$ cat src/rtl/pid_loop_sequencer.sv
// One PID frame per sample period: SPI read of the ADC, PID core handshake,
// then SPI write of the result to the DAC over a shared SPI master.
module pid_loop_sequencer #(
  parameter int DATA_W   = 8,
  parameter int PERIOD_W = 8
) (
  input  logic                clk,
  input  logic                reset,
  input  logic                en,
  input  logic [PERIOD_W-1:0] period,
  output logic                ctrl_clk,
  output logic                ctrl_in_cs,
  output logic                ctrl_out_cs,
  output logic                ctrl_mosi,
  input  logic                ctrl_miso,
  output logic [DATA_W-1:0]   pv,
  output logic                calc_start,
  input  logic                calc_done,
  input  logic [DATA_W-1:0]   calc_out,
  output logic                busy,
  output logic                overrun
);

  localparam logic [2:0] S_IDLE  = 3'd0;
  localparam logic [2:0] S_WAIT  = 3'd1;
  localparam logic [2:0] S_READ  = 3'd2;
  localparam logic [2:0] S_CALC  = 3'd3;
  localparam logic [2:0] S_WRITE = 3'd4;

  localparam int             K_W    = $clog2(2 * DATA_W);
  localparam logic [K_W-1:0] K_LAST = K_W'(2 * DATA_W - 1);

  logic [2:0]          state_q,  state_d;
  logic [PERIOD_W-1:0] timer_q,  timer_d;
  logic [K_W-1:0]      k_q,      k_d;
  logic [DATA_W-1:0]   rx_q,     rx_d;
  logic [DATA_W-1:0]   tx_q,     tx_d;
  logic [DATA_W-1:0]   pv_q,     pv_d;
  logic                ovr_q,    ovr_d;
  logic                in_cs_q,  in_cs_d;
  logic                out_cs_q, out_cs_d;
  logic                sclk_q,   sclk_d;
  logic                mosi_q,   mosi_d;
  logic                start_q,  start_d;
  logic                busy_q,   busy_d;
  logic                tick_s;
  logic                frame_s;

  assign tick_s  = (timer_q == period);
  assign frame_s = (state_q == S_READ) || (state_q == S_CALC) || (state_q == S_WRITE);

  // Next-state, timer, shift registers and sticky overrun
  always_comb begin
    state_d = state_q;
    timer_d = timer_q;
    k_d     = k_q;
    rx_d    = rx_q;
    tx_d    = tx_q;
    pv_d    = pv_q;
    ovr_d   = ovr_q;
    if (!en) begin
      state_d = S_IDLE;
      timer_d = {PERIOD_W{1'b0}};
      k_d     = {K_W{1'b0}};
      ovr_d   = 1'b0;
    end else begin
      if (state_q == S_IDLE) begin
        timer_d = {PERIOD_W{1'b0}};
      end else if (tick_s) begin
        timer_d = {PERIOD_W{1'b0}};
      end else begin
        timer_d = timer_q + PERIOD_W'(1);
      end
      // Ticks during a frame are dropped, only flagged
      if (tick_s && frame_s) begin
        ovr_d = 1'b1;
      end else begin
        ovr_d = ovr_q;
      end
      case (state_q)
        S_IDLE: state_d = S_WAIT;
        S_WAIT: begin
          if (tick_s) begin
            state_d = S_READ;
            k_d     = {K_W{1'b0}};
          end else begin
            state_d = S_WAIT;
          end
        end
        S_READ: begin
          if (k_q[0]) begin
            rx_d = {rx_q[DATA_W-2:0], ctrl_miso};
          end else begin
            rx_d = rx_q;
          end
          if (k_q == K_LAST) begin
            state_d = S_CALC;
            pv_d    = {rx_q[DATA_W-2:0], ctrl_miso};
          end else begin
            k_d = k_q + K_W'(1);
          end
        end
        S_CALC: begin
          // calc_done is ignored on the calc_start cycle
          if (!start_q && calc_done) begin
            tx_d    = calc_out;
            state_d = S_WRITE;
            k_d     = {K_W{1'b0}};
          end else begin
            state_d = S_CALC;
          end
        end
        S_WRITE: begin
          if (k_q[0]) begin
            tx_d = {tx_q[DATA_W-2:0], 1'b0};
          end else begin
            tx_d = tx_q;
          end
          if (k_q == K_LAST) begin
            state_d = S_WAIT;
          end else begin
            k_d = k_q + K_W'(1);
          end
        end
        default: state_d = S_IDLE;
      endcase
    end
  end

  // Output values derived from the upcoming state so that every pin is a flop
  always_comb begin
    in_cs_d  = (state_d != S_READ);
    out_cs_d = (state_d != S_WRITE);
    if ((state_d == S_READ) || (state_d == S_WRITE)) begin
      sclk_d = k_d[0];
    end else begin
      sclk_d = 1'b0;
    end
    if (state_d == S_WRITE) begin
      mosi_d = tx_d[DATA_W-1];
    end else begin
      mosi_d = 1'b0;
    end
    start_d = (state_d == S_CALC) && (state_q != S_CALC);
    busy_d  = (state_d == S_READ) || (state_d == S_CALC) || (state_d == S_WRITE);
  end

  // State and output registers
  always_ff @(posedge clk or negedge reset) begin
    if (!reset) begin
      state_q  <= S_IDLE;
      timer_q  <= {PERIOD_W{1'b0}};
      k_q      <= {K_W{1'b0}};
      rx_q     <= {DATA_W{1'b0}};
      tx_q     <= {DATA_W{1'b0}};
      pv_q     <= {DATA_W{1'b0}};
      ovr_q    <= 1'b0;
      in_cs_q  <= 1'b1;
      out_cs_q <= 1'b1;
      sclk_q   <= 1'b0;
      mosi_q   <= 1'b0;
      start_q  <= 1'b0;
      busy_q   <= 1'b0;
    end else begin
      state_q  <= state_d;
      timer_q  <= timer_d;
      k_q      <= k_d;
      rx_q     <= rx_d;
      tx_q     <= tx_d;
      pv_q     <= pv_d;
      ovr_q    <= ovr_d;
      in_cs_q  <= in_cs_d;
      out_cs_q <= out_cs_d;
      sclk_q   <= sclk_d;
      mosi_q   <= mosi_d;
      start_q  <= start_d;
      busy_q   <= busy_d;
    end
  end

  assign ctrl_clk    = sclk_q;
  assign ctrl_in_cs  = in_cs_q;
  assign ctrl_out_cs = out_cs_q;
  assign ctrl_mosi   = mosi_q;
  assign pv          = pv_q;
  assign calc_start  = start_q;
  assign busy        = busy_q;
  assign overrun     = ovr_q;

endmodule

$ cat config.mk
export PLATFORM = sky130hd
export DESIGN_NAME = pid_loop_sequencer
export DESIGN_NICKNAME = d
export VERILOG_FILES = /design/src/rtl/pid_loop_sequencer.sv
export SDC_FILE = /design/constraint.sdc
export NUM_CORES = 1
export LEC_CHECK = 0
export ABC_AREA = 1
export BUFFER_PORTS_ARGS = -buffer_cell sky130_fd_sc_hd__clkbuf_2
export CORE_AREA = 3 3 66 68
export DETAILED_ROUTE_END_ITERATION = 10
export DIE_AREA = 0 0 69 71
export PLACE_DENSITY = 0.81
export SYNTH_ARGS = -nofsm -noshare
export SYNTH_HDL_FRONTEND = slang
export SYNTH_SLANG_ARGS = --single-unit
export TNS_END_PERCENT = 50
$ cat constraint.sdc
create_clock -name clk -period 3.53 [get_ports clk]
set_clock_uncertainty 0.05 [all_clocks]
set_input_delay 0.1765 -clock clk [delete_from_list [all_inputs] [get_ports clk]]
set_output_delay 0.1765 -clock clk [all_outputs]
set_load 0.02 [all_outputs]
==> results of run 1 <==
[state kept, by name, indices dropped and copies added, names as in the netlist, 3 cells and up]
register  cells
pv            8
timer_q       8
tx_q          8
rx_q          7
k_q           4
state_q       3
[worst max-delay path: stages, from the launching register on]
cell	delay, ns
dfrtp_1	0.46
ha_1	0.21
nand2_2	0.08
nor2_4	0.10
inv_1	0.10
nor3_4	0.23
inv_2	0.17
nand2_1	0.12
o21ai_2	0.05
[cells in the mapped netlist]
cell      instances
nand2_1          73
o21ai_2          15
xnor2_1           3
dfrtp_1          43
clkinv_4          1
buf_2             1
buf_12            1
clkbuf_1          1
ha_1              2
xor2_1            3
nand4_1           4
a22oi_1           1
a21oi_1           3
nand2_4           2
o21a_1            1
nor2_4            1
buf_6             1
inv_2             5
nand3_1           6
dfstp_2           2
nor3_1            3
nor3b_1           2
nor3_4            1
or2_2             1
nor2_2            3
a31oi_1           2
nand2_2          10
or2_4             1
o21ai_0          18
nor2_1           17
inv_1            41
[power breakdown]
part           internal [uW]  total (uW)  switching [uW]
clock network            231         393             163
registers                523         528            5.07
logic                   24.6        67.6            43.0
total                    778         989             211
[stage by stage]
step / hold WS (ns) / instance area (um^2) / std cells
2_1_floorplan: -0.169 / 2260 / 268
3_3_place_gp: 0.238 / 2470 / 350
3_5_place_dp: 0.235 / 2470 / 350
4_1_cts: 0.0655 / 2590 / 359
5_1_grt: 0.0882 / 2590 / 359
6_report: 0.0753 / 2590 / 359
[worst max-delay path by stage]
stage | startpoint | to | slack (ns) | depth (start not counted)
2_1_floorplan | k_q[0] | pv[5] | 2.00 | 9
6_report | k_q[0] | pv[6] | 1.85 | 8
4_1_cts | k_q[0] | pv[6] | 1.86 | 8
3_3_place_gp | k_q[0] | pv[5] | 1.94 | 8
3_5_place_dp | k_q[0] | pv[4] | 1.87 | 8
5_1_grt | k_q[0] | k_q[2] | 1.65 | 9
[routing by layer]
metal	global-route usage	up-vias	routed length, um
li1	-	907	-
met1	0.233	769	1920
met2	0.287	33	1830
met3	0.0469	6	162
met4	0.0586	0	53
met5	0	-	0
[kinds of logic after synthesis]
logic type,count (synthesis),share of synthesized area
simple gates,124,0.252
buf+inv,51,0.0980
flops,45,0.499
compound gates,40,0.117
xor+xnor,6,0.0232
fa+ha+maj,2,0.0111
[cell type report]
class                           instances  area (um^2)  area share
Sequential cell                        45         1130       0.435
Multi-Input combinational cell        172          911       0.351
Timing Repair Buffer                   37          193      0.0743
Inverter                               47          181      0.0700
Clock buffer                            7         86.3      0.0333
Tap cell                               50         62.6      0.0241
Clock inverter                          1         30.0      0.0116
==> out/qor.txt, run 1 <==
Arrival @ worst endpoint: 1.81 ns
Synth warnings: 0
most frequent cells in the layout: 73 x nand2_1, 43 x dfrtp_1, 41 x inv_1
unrepaired setup endpoints after global routing: false
initial antenna violation count: 0
Max-cap violations: 0
worst setup margin: 1.85 ns
Mapped Area: 2260 um^2
total wire length: 3970 um
relative slew slack: 0.640
GRT Residual Overflow: 0
Routed wire per std cell: 11.0 um
initial core utilization: 0.578
Post-Synthesis Net Count: 291
vias in the first global route: 1,671
FF+latch count, synth: 45
post-CTS setup buffers: 0
Layout fillers: 351
startpoint class of the critical path: register
Placement Rows: 23
Worst-path clk slew: 0.08 ns
Sink Count: 45
Leak: 0.00134 uW
Synth top area share: 0.476
Total GRT Usage: 0.177
R2R setup slack: 1.85 ns
crit end category: register
hold buffers post-CTS: 1
synthesized instance count: 268
Hold Path Stages: 3
first-pass GRT wire length: 7040 um
Setup TNS: 0 ns
fin crit share: 0.475
total die area: 4900 um^2
Slew @ Worst Pin: 0.541 ns
Vias/cell: 4.78
Clk Latency, worst-skew pair: 0.29 ns
endpoints failing setup: 0
sequential element share of the synthesized area: 0.499
WP data required: 3.66 ns
Crit Path Category: register to register
total CTS buffers: 5
vias: 1,715
Mapped Avg Cell Area: 8.44 um^2
HPWL after detailed placement: 2960 um
layout cells sized above 1: 0.275
power per standard cell area: 382 nW/um^2
I/O pin count: 36
worst flop-to-flop path startpoint: k_q[0]
P&R area growth vs syn: 14.7%
drt first-iter violations: 66
largest net degree at the start of global routing: 46
CTS tree: built
highest net fanout along the worst path: 15
final hold vios: 0
die width: 69 um
Final min period: 1.68 ns
Worst VDD drop: 314 uV
Layout Utilization: 0.662
final layout net count: 331
DRC: 0
f_max: 597 MHz
antenna viol nets, final: 0
r2r endpoint: pv[6]
HP Class: input pin to register
Longest Clk Path Bufs: 2
min-delay src: ctrl_miso
Endpoint, Worst Hold: pv[0]
core area: 3910 um^2
CTS root buf: clkbuf_8
top cell type by total area after synthesis: dfrtp_1
Max Transition Viols Final: 0
IO buf count: 35
post-cts gate resize count: 0
status: finished, final reports clean
total power: 989 uW
R2R cell count: 8
Synth cell types: 31
H-Tree Depth: 2
top cells by area, synth: dfrtp_1 48%, nand2_1 12%, inv_1 6.8%, o21ai_2 5.8%, o21ai_0 4.0%
commonest non-fill, non-tap cell in the layout: nand2_1
die height: 71 um
antenna fix cells: 0
final RePlAce weighted congestion: 0.865
pre-CTS setup slack: 1.87 ns
drt pass-1 iters: 4
Power figures use the tool's default switching activity.
==> run 2: changes to the inputs <==
Settings changed: CORE_AREA 3 3 66 68 to 3 3 72 74, DIE_AREA 0 0 69 71 to 0 0 75 77, PLACE_DENSITY 0.81 to 0.72.
Clock period 3.53 ns to 1.4 ns, I/O delays scaled along.
==> run 2 against run 1 <==
  * The flow now finishes with violations (negative setup slack)
  * Via count is 11% higher
  * Die area grew 18%
  * Sequential power grew to 2.5 times the previous value
  * Fmax up 12%
  * Setup slack worse by 2.0 ns
  * Critical path depth decreased by 1
  * Global-route usage is 0.83 points lower
  * Final cell count increased by 12%
  * Critical path type unchanged
  * Critical endpoint is now ctrl_mosi
  * Largest cell class unchanged
  * Largest power group unchanged
==> out/qor.txt, run 2 (synthesis gave the netlist of run 1 again) <==
most frequent cells in the layout: 67 x nand2_1, 42 x dfrtp_1, 35 x inv_1, 35 x clkbuf_2, 33 x buf_4
Layout Utilization: 0.660
IO buf count: 35
final RePlAce weighted congestion: 0.912
Placement Rows: 25
DRC: 0
Sink Count: 45
fin crit share: 1.07
core area: 4660 um^2
Total GRT Usage: 0.169
Clk Latency, worst-skew pair: 0.30 ns
WP data required: 1.53 ns
worst flop-to-flop path startpoint: state_q[1]
highest net fanout along the worst path: 5
power per standard cell area: 840 nW/um^2
P&R area growth vs syn: 36.1%
layout cells sized above 1: 0.444
min-delay src: calc_out[2]
die width: 75 um
HPWL after detailed placement: 3260 um
total power: 2580 uW
f_max: 669 MHz
commonest non-fill, non-tap cell in the layout: nand2_1
Max-cap violations: 0
CTS tree: built
Placed Cells: 384
endpoints failing setup: 24
Routed wire per std cell: 11.4 um
crit end category: register
failing checks: negative setup slack
HP Class: input pin to register
Vias/cell: 4.74
status: finished with violations
Slew @ Worst Pin: 0.318 ns
worst setup margin: -0.0958 ns
Arrival @ worst endpoint: 1.63 ns
I/O pin count: 36
Worst-path clk slew: 0.09 ns
initial antenna violation count: 0
unrepaired setup endpoints after global routing: true
Crit Path Category: register to register
worst hold slack: 0.0399 ns
die height: 77 um
total die area: 5780 um^2
Final min period: 1.50 ns
pre-CTS setup slack: -0.108 ns
largest net degree at the start of global routing: 27
relative slew slack: 0.788
antenna fix cells: 0
vias in the first global route: 1,767
Layout fillers: 366
antenna viol nets, final: 0
drt first-iter violations: 94
Worst Setup SP: state_q[1]
final hold vios: 0
Worst VDD drop: 855 uV
Longest Clk Path Bufs: 2
Max Transition Viols Final: 0
GRT Residual Overflow: 0
Layout Cells excl Fill: 403
startpoint class of the critical path: register
CTS root buf: clkbuf_8
first-pass GRT wire length: 7630 um
H-Tree Depth: 2
final layout net count: 371
Leak: 0.00156 uW
initial core utilization: 0.485
total wire length: 4580 um
vias: 1,911
total CTS buffers: 5
drt pass-1 iters: 4
run 2: cell types whose count changed in the layout (fill, tap and decap cells not counted), sizes merged:
cell,previous run,this run
inv,46,48
dlygate4sd3,1,3
clkbuf,42,40
buf,1,39
run 2: through the flow:
step / setup TNS [ns] / instance area, um^2
3_5_place_dp: -1.09 / 2730
6_report: -1.17 / 3080
2_1_floorplan: -0.252 / 2270
5_1_grt: -3.77 / 3080
3_3_place_gp: -0.690 / 2730
4_1_cts: -0.748 / 2970
run 2: worst paths after layout:
| kind | endpoint | slack [ns] | cells past startpoint |
|---|---|---|---|
| worst max-delay path | ctrl_mosi | -0.1 | 7 |
| worst min-delay path | tx_q[2] | 0.04 | 5 |
| worst max register to register | ctrl_mosi | -0.1 | 7 |
| worst min register to register | tx_q[7] | 0.43 | 2 |
| max in group asynchronous | ctrl_in_cs | 0.74 | 3 |
| min in group asynchronous | rx_q[5] | 0.23 | 3 |
run 2: metal layers:
metal | wire length [um] | GRT usage | vias up
li1 | - | - | 987
met1 | 2100 | 0.232 | 871
met2 | 2190 | 0.261 | 49
met3 | 244 | 0.0446 | 4
met4 | 37 | 0.0463 | 0
met5 | 0 | 0 | -
run 2: final cells by class:
class                           instances  area [um^2]  share of cell area
Clock buffer                            5         68.8              0.0224
Timing Repair Buffer                   77          538               0.175
Multi-Input combinational cell        172         1030               0.335
Sequential cell                        45         1130               0.367
Clock inverter                          3         47.5              0.0154
Inverter                               47          194              0.0630
Tap cell                               54         67.6              0.0220
run 2: where the power goes:
| group | leakage (uW) | total, uW | switching [uW] | internal [uW] |
|---|---|---|---|---|
| Combinational | 0.000937 | 247 | 140 | 107 |
| Clock | 0.0000591 | 1010 | 463 | 544 |
| Sequential | 0.000567 | 1330 | 11.4 | 1320 |
run 2: repair_timing:
item / in CTS / in global routing
hold buffers: 3 / 0
gates resized for setup: 17 / 28
pin swaps: 5 / 14
setup endpoints to repair: 26 / 42
hold endpoints to repair: 48 / 0
setup buffers: 5 / 4
run 2: worst max-delay path, stage by stage (launching register included):
cell     delay (ns)
dfrtp_1        0.43
nor2_2         0.15
nand2_2        0.13
o21ai_2        0.09
nand2_1        0.06
or2_4          0.26
a22oi_2        0.14
nor2_1         0.06
==> run 3: changes to the inputs <==
Settings changed: CORE_AREA 3 3 72 74 to 2 2 71 73, DIE_AREA 0 0 75 77 to 0 0 73 75, REMOVE_ABC_BUFFERS set to 1.
==> run 3 against run 2 <==
  * The flow still finishes with violations (negative setup slack)
  * Sequential power about the same
  * Setup slack worse by 0.079 ns
  * Flip-flop and latch count unchanged
  * Global-route usage grew 1.5 points
  * Worst hold slack improved by 0.0052 ns
  * Via count grew 1.9%
  * Non-clock buffer count grew 2
  * Clock-buffer cell count unchanged
  * Highest routed layer unchanged
  * Utilization is 0.40 points lower
  * First-iteration DRC count is 57% lower
  * Die area shrank 5.2%
  * Clock power is 17% lower
==> out/qor.txt, run 3 (synthesis gave the netlist of run 1 again) <==
status: finished with violations
failing checks: negative setup slack
startpoint class of the critical path: register
die height: 75 um
final RePlAce weighted congestion: 0.848
Comb pwr share: 0.096
Hold Path Stages: 5
worst hold slack: 0.0451 ns
sw frac: 0.258
Final min period: 1.57 ns
Routed wire per std cell: 11.8 um
layout cells sized above 1: 0.427
commonest non-fill, non-tap cell in the layout: nand2_1
total CTS buffers: 5
Total GRT Usage: 0.184
worst setup margin: -0.175 ns
Vias/cell: 4.81
endpoints failing setup: 35
first-pass GRT wire length: 7780 um
total die area: 5480 um^2
fin crit share: 1.12
I/O pin count: 36
IO buf count: 35
drt pass-1 iters: 4
drt first-iter violations: 40
antenna viol nets, final: 0
total wire length: 4790 um
Longest Clk Path Bufs: 2
highest net fanout along the worst path: 4
Placement Rows: 25
crit end category: register
final instance area: 3060 um^2
GRT Residual Overflow: 0
f_max: 635 MHz
placed inst area: 2730 um^2
R2R cell count: 11
Arrival @ worst endpoint: 1.72 ns
power per standard cell area: 784 nW/um^2
most frequent cells in the layout: 67 x nand2_1, 43 x dfrtp_1, 39 x inv_1
Worst-path clk slew: 0.09 ns
vias in the first global route: 1,877
initial core utilization: 0.485
relative slew slack: 0.797
die width: 73 um
Sink Count: 45
CTS tree: built
Leak: 0.00157 uW
Setup TNS: -2.58 ns
Slew @ Worst Pin: 0.303 ns
antenna fix cells: 0
Max-cap violations: 0
P&R area growth vs syn: 35.3%
R2R setup slack: -0.17 ns
P_int: 1780 uW
H-Tree Depth: 2
final hold vios: 0
HPWL after detailed placement: 3140 um
WP data required: 1.55 ns
HP Class: input pin to register
final layout net count: 373
Clk Latency, worst-skew pair: 0.30 ns
Crit Path Category: register to register
Max Transition Viols Final: 0
CTS root buf: clkbuf_8
initial antenna violation count: 0
Clk pwr share: 0.349
largest net degree at the start of global routing: 46
DRC: 0
total power: 2400 uW
unrepaired setup endpoints after global routing: true
Net Sw Power: 619 uW
core area: 4660 um^2
Seq pwr share: 0.555
pre-CTS setup slack: -0.169 ns
vias: 1,947
Worst VDD drop: 687 uV
run 3: changes by cell type in the layout (fill, tap and decap cells not counted), sizes merged:
cell / before / now
buf: 39 / 41
bufinv: 1 / 0
clkinvlp: 0 / 1
run 3: final timing paths:
check / start / to
hold reg to reg: rx_q[6] / pv[7]
hold / removal: calc_out[1] / tx_q[1]
setup reg to reg: state_q[1] / ctrl_clk
setup / recovery: state_q[1] / ctrl_clk
min in group asynchronous: reset / k_q[2]
max in group asynchronous: reset / ctrl_out_cs
run 3: routing by layer:
| layer | routed length, um | up-vias | track usage |
|---|---|---|---|
| met2 | 2480 | 34 | 0.315 |
| met3 | 145 | 8 | 0.0335 |
| met1 | 2100 | 911 | 0.232 |
| met5 | 0 | - | 0 |
| li1 | - | 994 | - |
| met4 | 72 | 0 | 0.0741 |
run 3: power groups by stage:
| stage | Combinational, uW | Sequential, uW | Clock, uW |
|---|---|---|---|
| 4_1_cts | 216 | 1330 | 861 |
| 3_3_place_gp | 191 | 1350 | 0 |
| 2_1_floorplan | 74.5 | 1370 | 0 |
| 3_5_place_dp | 194 | 1360 | 0 |
| 6_report | 230 | 1330 | 837 |
| 5_1_grt | 257 | 1330 | 923 |
run 3: timing repair:
action	in CTS	in global routing
pin swaps	11	14
hold buffers	3	0
hold endpoints to repair	47	0
resized for setup	20	31
buffers inserted	2	5
endpoints found under the setup margin	34	38
cloned	0	0
run 3: cell type report:
type                            instances  area [um^2]
Multi-Input combinational cell        172         1040
Clock buffer                            5         68.8
Tap cell                               54         67.6
Sequential cell                        45         1130
Clock inverter                          3         25.0
Fill cell                             411         1600
Inverter                               47          196
Timing Repair Buffer                   79          537
run 3: stage by stage:
| stage | instances | util |
|---|---|---|
| 6_report | 405 | 0.656 |
| 3_3_place_gp | 387 | 0.586 |
| 5_1_grt | 405 | 0.656 |
| 3_5_place_dp | 387 | 0.586 |
| 4_1_cts | 400 | 0.632 |
| 2_1_floorplan | 264 | - |
run 3: worst max-delay path, cell delays in order, from the launching register on:
cell and delay, ns:
dfrtp_1 0.45, nor2_2 0.17, nand2_2 0.10, buf_4 0.16, nand2_4 0.07, nand2_1 0.05
nand2_1 0.06, inv_1 0.07, nand3_4 0.10, nor2_4 0.05, nor2_1 0.08, nor2_1 0.06
